**src/rtl/alu_seq_pkg.sv**
```systemverilog
// Shared types for the sequential ALU: opcode encoding, FSM states and
// small decode helpers. Opcode 11 (MUL) is only live when ALU_MUL_EN is defined.
package alu_seq_pkg;

  typedef enum logic [3:0] {
    OpAnd  = 4'd0,
    OpOr   = 4'd1,
    OpNotA = 4'd2,
    OpNor  = 4'd3,
    OpXor  = 4'd4,
    OpNand = 4'd5,
    OpAdd  = 4'd6,
    OpSub  = 4'd7,
    OpSll  = 4'd8,
    OpSrl  = 4'd9,
    OpSra  = 4'd10,
    OpMul  = 4'd11
  } alu_op_e;

  typedef enum logic [1:0] {
    StIdle,
    StBusy,
    StDone
  } alu_state_e;

  function automatic logic is_shift(input logic [3:0] op);
    return (op == OpSll) || (op == OpSrl) || (op == OpSra);
  endfunction

endpackage

```
**src/rtl/alu_seq_if.sv**
```systemverilog
// Request/response bundle between the operand stage, the ALU and writeback.
interface alu_seq_if #(
  parameter int unsigned WIDTH = 32
);
  logic             in_valid;
  logic             in_ready;
  logic [WIDTH-1:0] A;
  logic [WIDTH-1:0] B;
  logic [3:0]       sel;
  logic             Cin;
  logic             out_valid;
  logic             out_ready;
  logic [WIDTH-1:0] Y;
  logic             Cout;
  logic             Negative;
  logic             Zero;
  logic             Overflow;

  modport master (
    output in_valid, A, B, sel, Cin, out_ready,
    input  in_ready, out_valid, Y, Cout, Negative, Zero, Overflow
  );

  modport slave (
    input  in_valid, A, B, sel, Cin, out_ready,
    output in_ready, out_valid, Y, Cout, Negative, Zero, Overflow
  );
endinterface

```
**src/rtl/alu_comb_unit.sv**
```systemverilog
// Single-cycle datapath: logic ops, ADD/SUB and their flags. Shift opcodes
// pass A through (the zero-distance shift result); MUL and unused opcodes
// yield Y=0 so the caller sees the illegal-op result.
module alu_comb_unit
  import alu_seq_pkg::*;
#(
  parameter int unsigned WIDTH = 32
) (
  input  logic [WIDTH-1:0] a_i,
  input  logic [WIDTH-1:0] b_i,
  input  logic [3:0]       op_i,
  input  logic             cin_i,
  output logic [WIDTH-1:0] y_o,
  output logic             cout_o,
  output logic             negative_o,
  output logic             zero_o,
  output logic             overflow_o
);
  logic             arith;
  logic             c_in;
  logic [WIDTH-1:0] b_eff;
  logic [WIDTH:0]   sum;

  // Result mux plus flag generation; SUB reuses the adder as A + ~B + 1.
  always_comb begin
    arith = (op_i == OpAdd) || (op_i == OpSub);
    b_eff = (op_i == OpSub) ? ~b_i : b_i;
    c_in  = (op_i == OpSub) ? 1'b1 : cin_i;
    sum   = {1'b0, a_i} + {1'b0, b_eff} + {{WIDTH{1'b0}}, c_in};
    y_o   = '0;
    case (op_i)
      OpAnd:               y_o = a_i & b_i;
      OpOr:                y_o = a_i | b_i;
      OpNotA:              y_o = ~a_i;
      OpNor:               y_o = ~(a_i | b_i);
      OpXor:               y_o = a_i ^ b_i;
      OpNand:              y_o = ~(a_i & b_i);
      OpAdd, OpSub:        y_o = sum[WIDTH-1:0];
      OpSll, OpSrl, OpSra: y_o = a_i;
      default:             y_o = '0;
    endcase
    // For SUB the adder carry is the no-borrow flag.
    cout_o     = arith & sum[WIDTH];
    overflow_o = arith & (a_i[WIDTH-1] == b_eff[WIDTH-1]) & (sum[WIDTH-1] != a_i[WIDTH-1]);
    negative_o = y_o[WIDTH-1];
    zero_o     = (y_o == '0);
  end

endmodule

```
**src/rtl/alu_seq.sv**
```systemverilog
// Sequential ALU top: handshake FSM, iterative shifter and (with ALU_MUL_EN
// defined) a shift-add multiplier. Results and flags are registered and held
// in DONE until out_ready. Without ALU_MUL_EN opcode 11 is treated as illegal.
module alu_seq
  import alu_seq_pkg::*;
#(
  parameter int unsigned WIDTH = 32
) (
  input  logic     clk,
  input  logic     rst_n,
  alu_seq_if.slave bus
);
  localparam int unsigned SHW = $clog2(WIDTH);
  localparam int unsigned CW  = SHW + 1;

  alu_state_e       state_q, state_d;
  logic [3:0]       op_q;
  logic [WIDTH-1:0] work_q;
  logic [CW-1:0]    cnt_q;
  logic [WIDTH-1:0] y_q;
  logic             cout_q, neg_q, zero_q, ovf_q;

  logic             accept, go_busy, last;
  logic             is_mul_in, is_mul_q;
  logic [SHW-1:0]   shamt;
  logic [WIDTH-1:0] shift_nxt, busy_y;
  logic             shift_out, busy_cout, busy_ovf;
  logic [WIDTH-1:0] cu_y;
  logic             cu_cout, cu_neg, cu_zero, cu_ovf;

  assign shamt   = bus.B[SHW-1:0];
  assign accept  = bus.in_valid && (state_q == StIdle);
  assign go_busy = is_mul_in || (is_shift(bus.sel) && (shamt != '0));
  assign last    = (cnt_q == CW'(1));

  alu_comb_unit #(
    .WIDTH(WIDTH)
  ) u_comb (
    .a_i       (bus.A),
    .b_i       (bus.B),
    .op_i      (bus.sel),
    .cin_i     (bus.Cin),
    .y_o       (cu_y),
    .cout_o    (cu_cout),
    .negative_o(cu_neg),
    .zero_o    (cu_zero),
    .overflow_o(cu_ovf)
  );

  // One-bit shift step; shift_out is the bit leaving the word this cycle.
  always_comb begin
    shift_nxt = work_q;
    shift_out = 1'b0;
    case (op_q)
      OpSll: begin
        shift_nxt = {work_q[WIDTH-2:0], 1'b0};
        shift_out = work_q[WIDTH-1];
      end
      OpSrl: begin
        shift_nxt = {1'b0, work_q[WIDTH-1:1]};
        shift_out = work_q[0];
      end
      OpSra: begin
        shift_nxt = {work_q[WIDTH-1], work_q[WIDTH-1:1]};
        shift_out = work_q[0];
      end
      default: ;
    endcase
  end

`ifdef ALU_MUL_EN
  logic [2*WIDTH-1:0] acc_q, acc_nxt;
  logic [WIDTH:0]     hi_sum;

  assign is_mul_in = (bus.sel == OpMul);
  assign is_mul_q  = (op_q == OpMul);

  // Right-shifting accumulator: low half starts as the multiplier, its LSB
  // selects whether the multiplicand is added into the high half.
  always_comb begin
    hi_sum  = {1'b0, acc_q[2*WIDTH-1:WIDTH]} + (acc_q[0] ? {1'b0, work_q} : '0);
    acc_nxt = {hi_sum, acc_q[WIDTH-1:1]};
  end

  // Accumulator register.
  always_ff @(posedge clk or negedge rst_n) begin
    if (!rst_n) begin
      acc_q <= '0;
    end else if (accept) begin
      acc_q <= {{WIDTH{1'b0}}, bus.B};
    end else if ((state_q == StBusy) && is_mul_q) begin
      acc_q <= acc_nxt;
    end
  end
`else
  assign is_mul_in = 1'b0;
  assign is_mul_q  = 1'b0;
`endif

  // Final-iteration result of whichever multi-cycle op is running.
  always_comb begin
    busy_y    = shift_nxt;
    busy_cout = shift_out;
    busy_ovf  = 1'b0;
`ifdef ALU_MUL_EN
    if (is_mul_q) begin
      busy_y    = acc_nxt[WIDTH-1:0];
      busy_cout = 1'b0;
      busy_ovf  = |acc_nxt[2*WIDTH-1:WIDTH];
    end
`endif
  end

  // State register.
  always_ff @(posedge clk or negedge rst_n) begin
    if (!rst_n) state_q <= StIdle;
    else        state_q <= state_d;
  end

  // Next-state logic.
  always_comb begin
    state_d = state_q;
    case (state_q)
      StIdle:  if (accept) state_d = go_busy ? StBusy : StDone;
      StBusy:  if (last) state_d = StDone;
      StDone:  if (bus.out_ready) state_d = StIdle;
      default: state_d = StIdle;
    endcase
  end

  // Handshake outputs decoded from state.
  always_comb begin
    bus.in_ready  = (state_q == StIdle);
    bus.out_valid = (state_q == StDone);
  end

  // Operand latch, iteration and result/flag registers; held untouched in DONE.
  always_ff @(posedge clk or negedge rst_n) begin
    if (!rst_n) begin
      op_q   <= '0;
      work_q <= '0;
      cnt_q  <= '0;
      y_q    <= '0;
      cout_q <= 1'b0;
      neg_q  <= 1'b0;
      zero_q <= 1'b0;
      ovf_q  <= 1'b0;
    end else begin
      case (state_q)
        StIdle: begin
          if (accept) begin
            op_q   <= bus.sel;
            work_q <= bus.A;
            cnt_q  <= is_mul_in ? CW'(WIDTH) : CW'(shamt);
            if (!go_busy) begin
              y_q    <= cu_y;
              cout_q <= cu_cout;
              neg_q  <= cu_neg;
              zero_q <= cu_zero;
              ovf_q  <= cu_ovf;
            end
          end
        end
        StBusy: begin
          cnt_q <= cnt_q - CW'(1);
          if (!is_mul_q) work_q <= shift_nxt;
          if (last) begin
            y_q    <= busy_y;
            cout_q <= busy_cout;
            neg_q  <= busy_y[WIDTH-1];
            zero_q <= (busy_y == '0);
            ovf_q  <= busy_ovf;
          end
        end
        default: ;
      endcase
    end
  end

  assign bus.Y        = y_q;
  assign bus.Cout     = cout_q;
  assign bus.Negative = neg_q;
  assign bus.Zero     = zero_q;
  assign bus.Overflow = ovf_q;

endmodule

```
**src/flat_wrapper.sv**
```systemverilog
// flat-port wrapper written by rule: the top's interface ports become plain ports
module alu_seq_flat import alu_seq_pkg::*;
#(
  parameter int unsigned WIDTH = 32
)
  (clk, rst_n, bus_in_valid, bus_A, bus_B, bus_sel, bus_Cin, bus_out_ready, bus_in_ready, bus_out_valid, bus_Y, bus_Cout, bus_Negative, bus_Zero, bus_Overflow);
  alu_seq_if #(.WIDTH(WIDTH)) bus_i ();
  input  logic clk;
  input  logic rst_n;
  input wire logic [$bits(bus_i.in_valid)-1:0] bus_in_valid;
  input wire logic [$bits(bus_i.A)-1:0] bus_A;
  input wire logic [$bits(bus_i.B)-1:0] bus_B;
  input wire logic [$bits(bus_i.sel)-1:0] bus_sel;
  input wire logic [$bits(bus_i.Cin)-1:0] bus_Cin;
  input wire logic [$bits(bus_i.out_ready)-1:0] bus_out_ready;
  output wire logic [$bits(bus_i.in_ready)-1:0] bus_in_ready;
  output wire logic [$bits(bus_i.out_valid)-1:0] bus_out_valid;
  output wire logic [$bits(bus_i.Y)-1:0] bus_Y;
  output wire logic [$bits(bus_i.Cout)-1:0] bus_Cout;
  output wire logic [$bits(bus_i.Negative)-1:0] bus_Negative;
  output wire logic [$bits(bus_i.Zero)-1:0] bus_Zero;
  output wire logic [$bits(bus_i.Overflow)-1:0] bus_Overflow;
  assign bus_i.in_valid = bus_in_valid;
  assign bus_i.A = bus_A;
  assign bus_i.B = bus_B;
  assign bus_i.sel = bus_sel;
  assign bus_i.Cin = bus_Cin;
  assign bus_i.out_ready = bus_out_ready;
  assign bus_in_ready = bus_i.in_ready;
  assign bus_out_valid = bus_i.out_valid;
  assign bus_Y = bus_i.Y;
  assign bus_Cout = bus_i.Cout;
  assign bus_Negative = bus_i.Negative;
  assign bus_Zero = bus_i.Zero;
  assign bus_Overflow = bus_i.Overflow;
  alu_seq #(.WIDTH(WIDTH)) u_core (.clk(clk), .rst_n(rst_n), .bus(bus_i));
endmodule
```
**config.mk**
```make
export PLATFORM = sky130hd
export DESIGN_NAME = alu_seq_flat
export DESIGN_NICKNAME = d
export VERILOG_FILES = /design/src/rtl/alu_seq_pkg.sv /design/src/rtl/alu_seq_if.sv /design/src/rtl/alu_comb_unit.sv /design/src/rtl/alu_seq.sv /design/src/flat_wrapper.sv
export SDC_FILE = /design/constraint.sdc
export NUM_CORES = 1
export LEC_CHECK = 0
export CAP_MARGIN = 20
export CORE_MARGIN = 4
export CORE_UTILIZATION = 35
export CTS_CLUSTER_SIZE = 28
export DETAILED_ROUTE_END_ITERATION = 10
export PLACE_DENSITY = 0.63
export SLEW_MARGIN = 30
export SYNTH_ARGS = -nofsm -noshare
export SYNTH_HDL_FRONTEND = slang
export SYNTH_SLANG_ARGS = --single-unit
```
**constraint.sdc**
```tcl
create_clock -name clk -period 4.26 [get_ports clk]
set_clock_uncertainty 0.05 [all_clocks]
set_input_delay 0.852 -clock clk [delete_from_list [all_inputs] [get_ports clk]]
set_output_delay 0.852 -clock clk [all_outputs]
set_load 0.01 [all_outputs]
```
# Yosys cells after proc, flatten, opt, wreduce, memory -nomap -nowiden
# Index checks and enable logic that the tools add are counted.
[word_totals] ff_bits=80 wordCells=96 output_inout_bits=38 input_bits=73
[classes] bitwise=10 eq_ne=22 add_sub_neg=3 n_reduce_logical=18 n_mux=34
[op_table] operator="$pmux W32 S8" n=1
[op_table] operator="$mux W32" n=5
[op_table] operator="$not A32 Y32" n=4
[op_table] operator="$pmux W32 S2" n=2
[op_table] operator="$pmux W32 S3" n=1
[op_table] operator="$logic_not A32 Y1" n=2
[op_table] operator="$add A32 B32 Y33" n=1
[op_table] operator="$add A33 B1 Y33" n=1
[op_table] operator="$and A32 B32 Y32" n=1
[op_table] operator="$or A32 B32 Y32" n=1
[op_table] operator="$xor A32 B32 Y32" n=1
[op_table] operator="$eq A4 B4 Y1 const B" n=6
[op_table] operator="$eq A4 B3 Y1 const B" n=4
[op_table] operator="$mux W1" n=13
[op_table] operator="$pmux W6 S2" n=1
[op_table] operator="$pmux W1 S2" n=5
[op_table] operator="$eq A4 B2 Y1 const B" n=2
[op_table] operator="$mux W2" n=4
[op_table] operator="$eq A6 B1 Y1 const B" n=1
[op_table] operator="$mux W6" n=1
[op_table] operator="$pmux W2 S3" n=1
[op_table] operator="$sub A6 B1 Y6 const B" n=1
[op_table] operator="$reduce_bool A5 Y1" n=1
[op_table] operator="$eq A4 B1 Y1 const B" n=1
[op_table] operator="17 further kinds" n=26

# Logic depth before layout (Yosys ltp)
[logic_depth] depth_word=9 depth_mapped=21 ltp_nobuf=16

# Hierarchy
# A second synthesis with hierarchy kept.
[unflattened] cells_unflattened=1326 hier_area_um2=10243.6
[modules_own_cells] mod="alu_comb_unit" cells_each=892 seq_area_each_um2=0.0 area_each_um2=6109.6 n_inst=1
[modules_own_cells] mod="alu_seq" cells_each=434 seq_area_each_um2=2001.9 area_each_um2=4134.0 n_inst=1

# Least setup slack after synthesis
# No wires, ideal clock.
[synth_path] kind="input-to-reg" start="input bus_sel[3]" end="register u_core.zero_q (netlist: u_core.bus.Zero)" required_ns=4.090 arrival_ns=5.109 path_buffers=6 slack_ns=-1.019 stages=20 setup_time_ns=0.120 cell_sequence="buf_2 -> and3b_1 -> clkbuf_1 -> buf_2 -> buf_1 -> nand2_1 -> buf_1 -> xnor2_1 -> ha_1 -> buf_2 -> a211oi_1 -> nor2b_1 -> a21oi_1 -> nor4_1 -> o31ai_1 -> a2111o_1 -> o211ai_1 -> nor2_1 -> and4b_1 -> a31o_1"
[synth_via] elab_chain_cells=9 word_cells_on_any_way=27 classes_between="add/sub (2); eq/ne (11); mux (6); reduce/logical (8)"
[synth_lines] item="start: declaration" line_no="flat_wrapper.sv:13" text="input wire logic [$bits(bus_i.sel)-1:0] bus_sel;"
[synth_lines] item="$eq A4 B3 Y1" line_no="alu_comb_unit.sv:27, alu_comb_unit.sv:28, alu_comb_unit.sv:31"
[synth_lines] item="$mux W32" line_no="alu_comb_unit.sv:27" text="b_eff = (op_i == OpSub) ? ~b_i : b_i;"
[synth_lines] item="$add A32 B32 Y33" line_no="alu_comb_unit.sv:29" text="sum = {1'b0, a_i} + {1'b0, b_eff} + {{WIDTH{1'b0}}, c_in};"
[synth_lines] item="$add A33 B1 Y33" line_no="alu_comb_unit.sv:29"
[synth_lines] item="$pmux W32 S8" line_no="alu_comb_unit.sv:31" text="case (op_i)"
[synth_lines] item="$logic_not A32 Y1" line_no="alu_comb_unit.sv:46" text="zero_o = (y_o == '0);"
[synth_lines] item="$mux W1" line_no="alu_seq.sv:155" text="if (!go_busy) begin"
[synth_lines] item="$mux W1" line_no="alu_seq.sv:151" text="if (accept) begin"
[synth_lines] item="$pmux W1 S2" line_no="alu_seq.sv:149" text="case (state_q)"
[synth_lines] item="end signal: assignment" line_no="alu_seq.sv:159" text="zero_q <= cu_zero;"
[synth_lines] item="end signal: assignment" line_no="alu_seq.sv:171" text="zero_q <= (busy_y == '0);"
[synth_lines] item="end: declaration" line_no="alu_seq.sv:21" text="logic cout_q, neg_q, zero_q, ovf_q;"
# Several ways; a longest one is shown, not always the timed one. The select of a mux whose other input is x is not followed.
# A chain may end at the register's enable or synchronous reset.

# Worst setup path in the final report
# Ends and elaborated chain as after synthesis.

==> summary.md <==
| Metric | Value |
|---|---|
| Gate power share | `0.567` |
| Reg2reg start | `u_core.op_q[1]$_DFFE_PN0P_` |
| Post-layout min period | `4200 ps` |
| Buf+Inv Stages, Crit Path | `3` |
| Drt total wl | `38800 um` |
| Crit-path cells | `buf_2, and3b_2, nand2_8, xnor2_4, fa_2, inv_2, fa_2, nor2b_4, o221a_2, mux2_2, nand4b_1, nand4b_1, nor4_2, buf_4, nand4b_1, nor4_1, and4b_1, a31o_1` |
| Fin nets | `1689` |
| Post-synthesis sequential area ratio | `0.202` |
| CTS sink cnt | `79` |
| Sequential Power Share | `0.269` |
| Largest net degree at the start of global routing | `80` |
| Post-Syn Instances | `1308` |
| Net Switching | `0.00224 W` |
| Mean number of vias per cell | `5.97` |
| CP Max Fanout | `4` |
| Sw Ratio | `0.431` |
| Initial antenna violation count | `0` |
| Status | `finished clean` |
| Worst Hold Path EP | `u_core.bus.Y[6]$_DFFE_PN0P_` |
| Worst hold path class | `reg -> reg` |
| Top FF cell, synth | `dfrtp_1` |
| Kind of critical path | `in -> reg` |
| WP data arrival | `4430 ps` |
| Setup tns final | `0 ps` |
| Net Count, Synth | `1480` |
| Worst hold path stage count | `2` |
| Relative slew slack | `0.410` |
| Fraction of registers with async set/reset | `1.00` |
| Post-synth EDFFs | `0` |
| Worst-path clk slew | `60 ps` |
| Remaining Overflow, GRT | `0` |
| Critical path capture point type | `flip-flop` |
| DR vias | `11300` |
| P per Cell Area | `405 nW/um2` |
| Most used cell, CP | `nand4b_1` |
| CTS tree | `done` |
| YS warnings | `0` |
| Ports | `111` |
| Initial core utilization | `0.360` |
| Vias in the first global route | `10300` |
| Worst Tran Pin Value | `885 ps` |
| TritonCTS buffer count | `9` |
| WL/cell | `20.5 um` |
| Synth-to-Final Area Change | `30.8%` |
| ANT cells | `0` |
| Clk root buf | `clkbuf_16` |
| 1st-iter DRT viols | `1525` |
| Count of final setup violators | `0` |
| Die Ht | `175 um` |
| Clock power frac | `0.164` |
| Slew Limit Fails | `0` |
| Hold Crit Start | `u_core.bus.Y[6]$_DFFE_PN0P_` |
| Final Hold Viols | `0` |
| Total Routing Usage GR | `0.241` |
| Netlist Area Pre-Place | `9800 um2` |
| GPL Wtd Cong | `1.03` |
| Crit path max-delay family | `simple AND/OR/NAND/NOR gates` |
| Die width | `175 um` |
| Share of cells above drive strength 1 | `0.173` |
| Core ar. | `27300 um2` |
| DP HPWL | `29500 um` |
| Synth cell types | `83` |
| IO Port Bufs | `110` |
| Antenna Nets Post-Route | `0` |
| Drt drc | `0` |
| Setup crit start kind | `input port` |
| DIE AREA | `30700 um2` |
| R2R setup slack | `1180 ps` |
| # Max-Cap Violations | `0` |
| Critical path required time | `4490 ps` |
| Peak VDD IR | `0.000216 V` |
| Total power | `0.00519 W` |
| First-pass GRT wire length | `59400 um` |
| Int Pwr | `0.00296 W` |
| Site row count | `60` |
| Fmax | `0.238 GHz` |
| Leak | `5.65 nW` |
| CP max stage cell | `fa_2` |
| Skew-Pair Late Insertion Delay | `340 ps` |
| Final period util | `0.985` |
| Deepest clock path buffer count | `2` |
| Drt pass-1 iters | `7` |
| Register bit total from synthesis | `79` |
| Path depth of the worst reg2reg path | `8` |
| Avg Inst Size Synth | `7.49 um2` |
| R2r endpoint | `u_core.bus.Zero$_DFFE_PN0P_` |
| Slowest cell delay on critical path | `410 ps` |
| CTS H-Tree Depth | `3` |
state kept, by name (all words and copies together) (netlist names):
name and flops:
u_core.bus.Y 32, u_core.work_q 32, u_core.cnt_q 6, u_core.op_q 4, u_core.state_q 2, u_core.bus.Cout 1, u_core.bus.Overflow 1, u_core.bus.Zero 1
routing by layer:
metal / share of wire / GRT usage / up-vias
met5: 0 / 0 / -
met4: 0.028 / 0.0674 / 0
met3: 0.088 / 0.0325 / 66
met2: 0.43 / 0.368 / 602
met1: 0.46 / 0.358 / 5352
li1: - / - / 5289
layout make-up:
| cell class | instances | area [um2] |
|---|---|---|
| Sequential cell | 79 | 1980 |
| Tap cell | 372 | 465 |
| Fill cell | 2710 | 14400 |
| Clock inverter | 3 | 65.1 |
| Clock buffer | 12 | 267 |
| Multi-Input combinational cell | 1043 | 7170 |
| Inverter | 83 | 312 |
| Timing Repair Buffer | 301 | 2560 |
worst max-delay path by stage:
| stage | startpoint | to | slack [ps] | depth (start not counted) |
|---|---|---|---|---|
| after floorplan | bus_sel[3] | u_core.bus.Zero$_DFFE_PN0P_ | -150 | 20 |
| after global placement | bus_B[0] | u_core.bus.Zero$_DFFE_PN0P_ | -230 | 16 |
| after detailed placement | bus_B[0] | u_core.bus.Zero$_DFFE_PN0P_ | -230 | 16 |
| after CTS | bus_B[0] | u_core.bus.Zero$_DFFE_PN0P_ | 110 | 16 |
| after global routing | bus_sel[3] | u_core.bus.Zero$_DFFE_PN0P_ | -20 | 18 |
| final | bus_sel[3] | u_core.bus.Zero$_DFFE_PN0P_ | 60 | 18 |
repair_timing:
item | in CTS | in global routing
buffers inserted | 0 | 1
hold buffers | 0 | 0
resized for setup | 0 | 12
endpoints found under the setup margin | 0 | 7
hold endpoints to repair | 0 | 0
power groups by stage:
stage | Sequential, W | Combinational [W] | Clock, W
2_1_floorplan | 0.00137 | 0.00171 | 0
3_3_place_gp | 0.00139 | 0.00283 | 0
3_5_place_dp | 0.00139 | 0.00288 | 0
4_1_cts | 0.00139 | 0.00289 | 0.000861
5_1_grt | 0.00144 | 0.00322 | 0.000884
6_report | 0.00140 | 0.00294 | 0.000853
cell families after synthesis:
| family | after synthesis | synth area share |
|---|---|---|
| AO/OA/AOI/OAI | 459 | 0.325 |
| XOR/XNOR | 46 | 0.0411 |
| adder cells (fa/ha/maj) | 99 | 0.128 |
| buffers and inverters | 186 | 0.0815 |
| flip-flops | 79 | 0.202 |
| multiplexers | 16 | 0.0167 |
| AND/OR/NAND/NOR | 423 | 0.206 |
layout by cell type (no fill, tap or decap), drive strengths merged, types with 11 or more instances in the layout:
| master | instances |
|---|---|
| inv | 83 |
| a21oi | 114 |
| a221o | 23 |
| nor4 | 13 |
| a21o | 14 |
| o22ai | 21 |
| a211oi | 24 |
| nand3 | 21 |
| a22oi | 32 |
| nand2 | 148 |
| a222oi | 25 |
| nand2b | 11 |
| nor2 | 119 |
| nand4 | 17 |
| nor2b | 20 |
| xnor2 | 39 |
| o21ai | 92 |
| buf | 196 |
| mux2i | 13 |
| clkbuf | 12 |
| o221ai | 18 |
| ha | 97 |
| o211ai | 11 |
| clkdlybuf4s50 | 104 |
| dfrtp | 79 |
| nor3 | 20 |
metrics by stage:
step | area (um2) | instances | hold WS [ps] | utilization | setup WS [ps]
after floorplan | 9960 | 1308 | 391 | - | -147
after global placement | 12400 | 1877 | 408 | 0.456 | -235
after detailed placement | 12400 | 1877 | 417 | 0.456 | -231
after CTS | 12800 | 1892 | 429 | 0.468 | 113
after global routing | 12800 | 1893 | 456 | 0.470 | -19.4
final | 12800 | 1893 | 423 | 0.470 | 61.9
cell usage after synthesis, drive strengths merged, types with 5 or more instances:
library cell  number  share of area
a21oi            114          0.059
o21ai             92          0.047
nor4              13         0.0083
or2                5         0.0032
o221ai            18          0.017
a22oi             32          0.025
buf               44          0.027
nand4b             5         0.0045
or3                5         0.0032
mux2i             13          0.013
nor2b             20          0.013
a211oi            24          0.019
a211o              6         0.0054
a32oi              8         0.0072
nand3             21          0.011
o31ai              5         0.0038
a21o              14          0.011
xor2               7         0.0063
xnor2             39          0.035
nor4b              6         0.0054
nand3b             6         0.0046
and3b              5         0.0045
nand2            148          0.057
a31oi              7         0.0045
a221o             23          0.023
nand4             17          0.011
clkbuf            59          0.023
a222oi            25          0.026
ha                97           0.12
dfrtp             79           0.20
and3               5         0.0032
or4                5         0.0042
o2111ai            7         0.0069
nand2b            11         0.0078
nor2             119          0.046
a22o               9         0.0080
o22ai             21          0.013
nor3              20          0.010
inv               83          0.032
o211ai            11         0.0089
worst reg2reg max path: stages, from the launching register on:
cell and delay, ps:
dfrtp_1 440, xnor2_1 290, nor2_4 200, a222oi_1 850, nand4_1 190, nor4_1 450
nand3_1 170, o21ai_0 260, a31o_1 130
(Power assumes the default switching activity.)
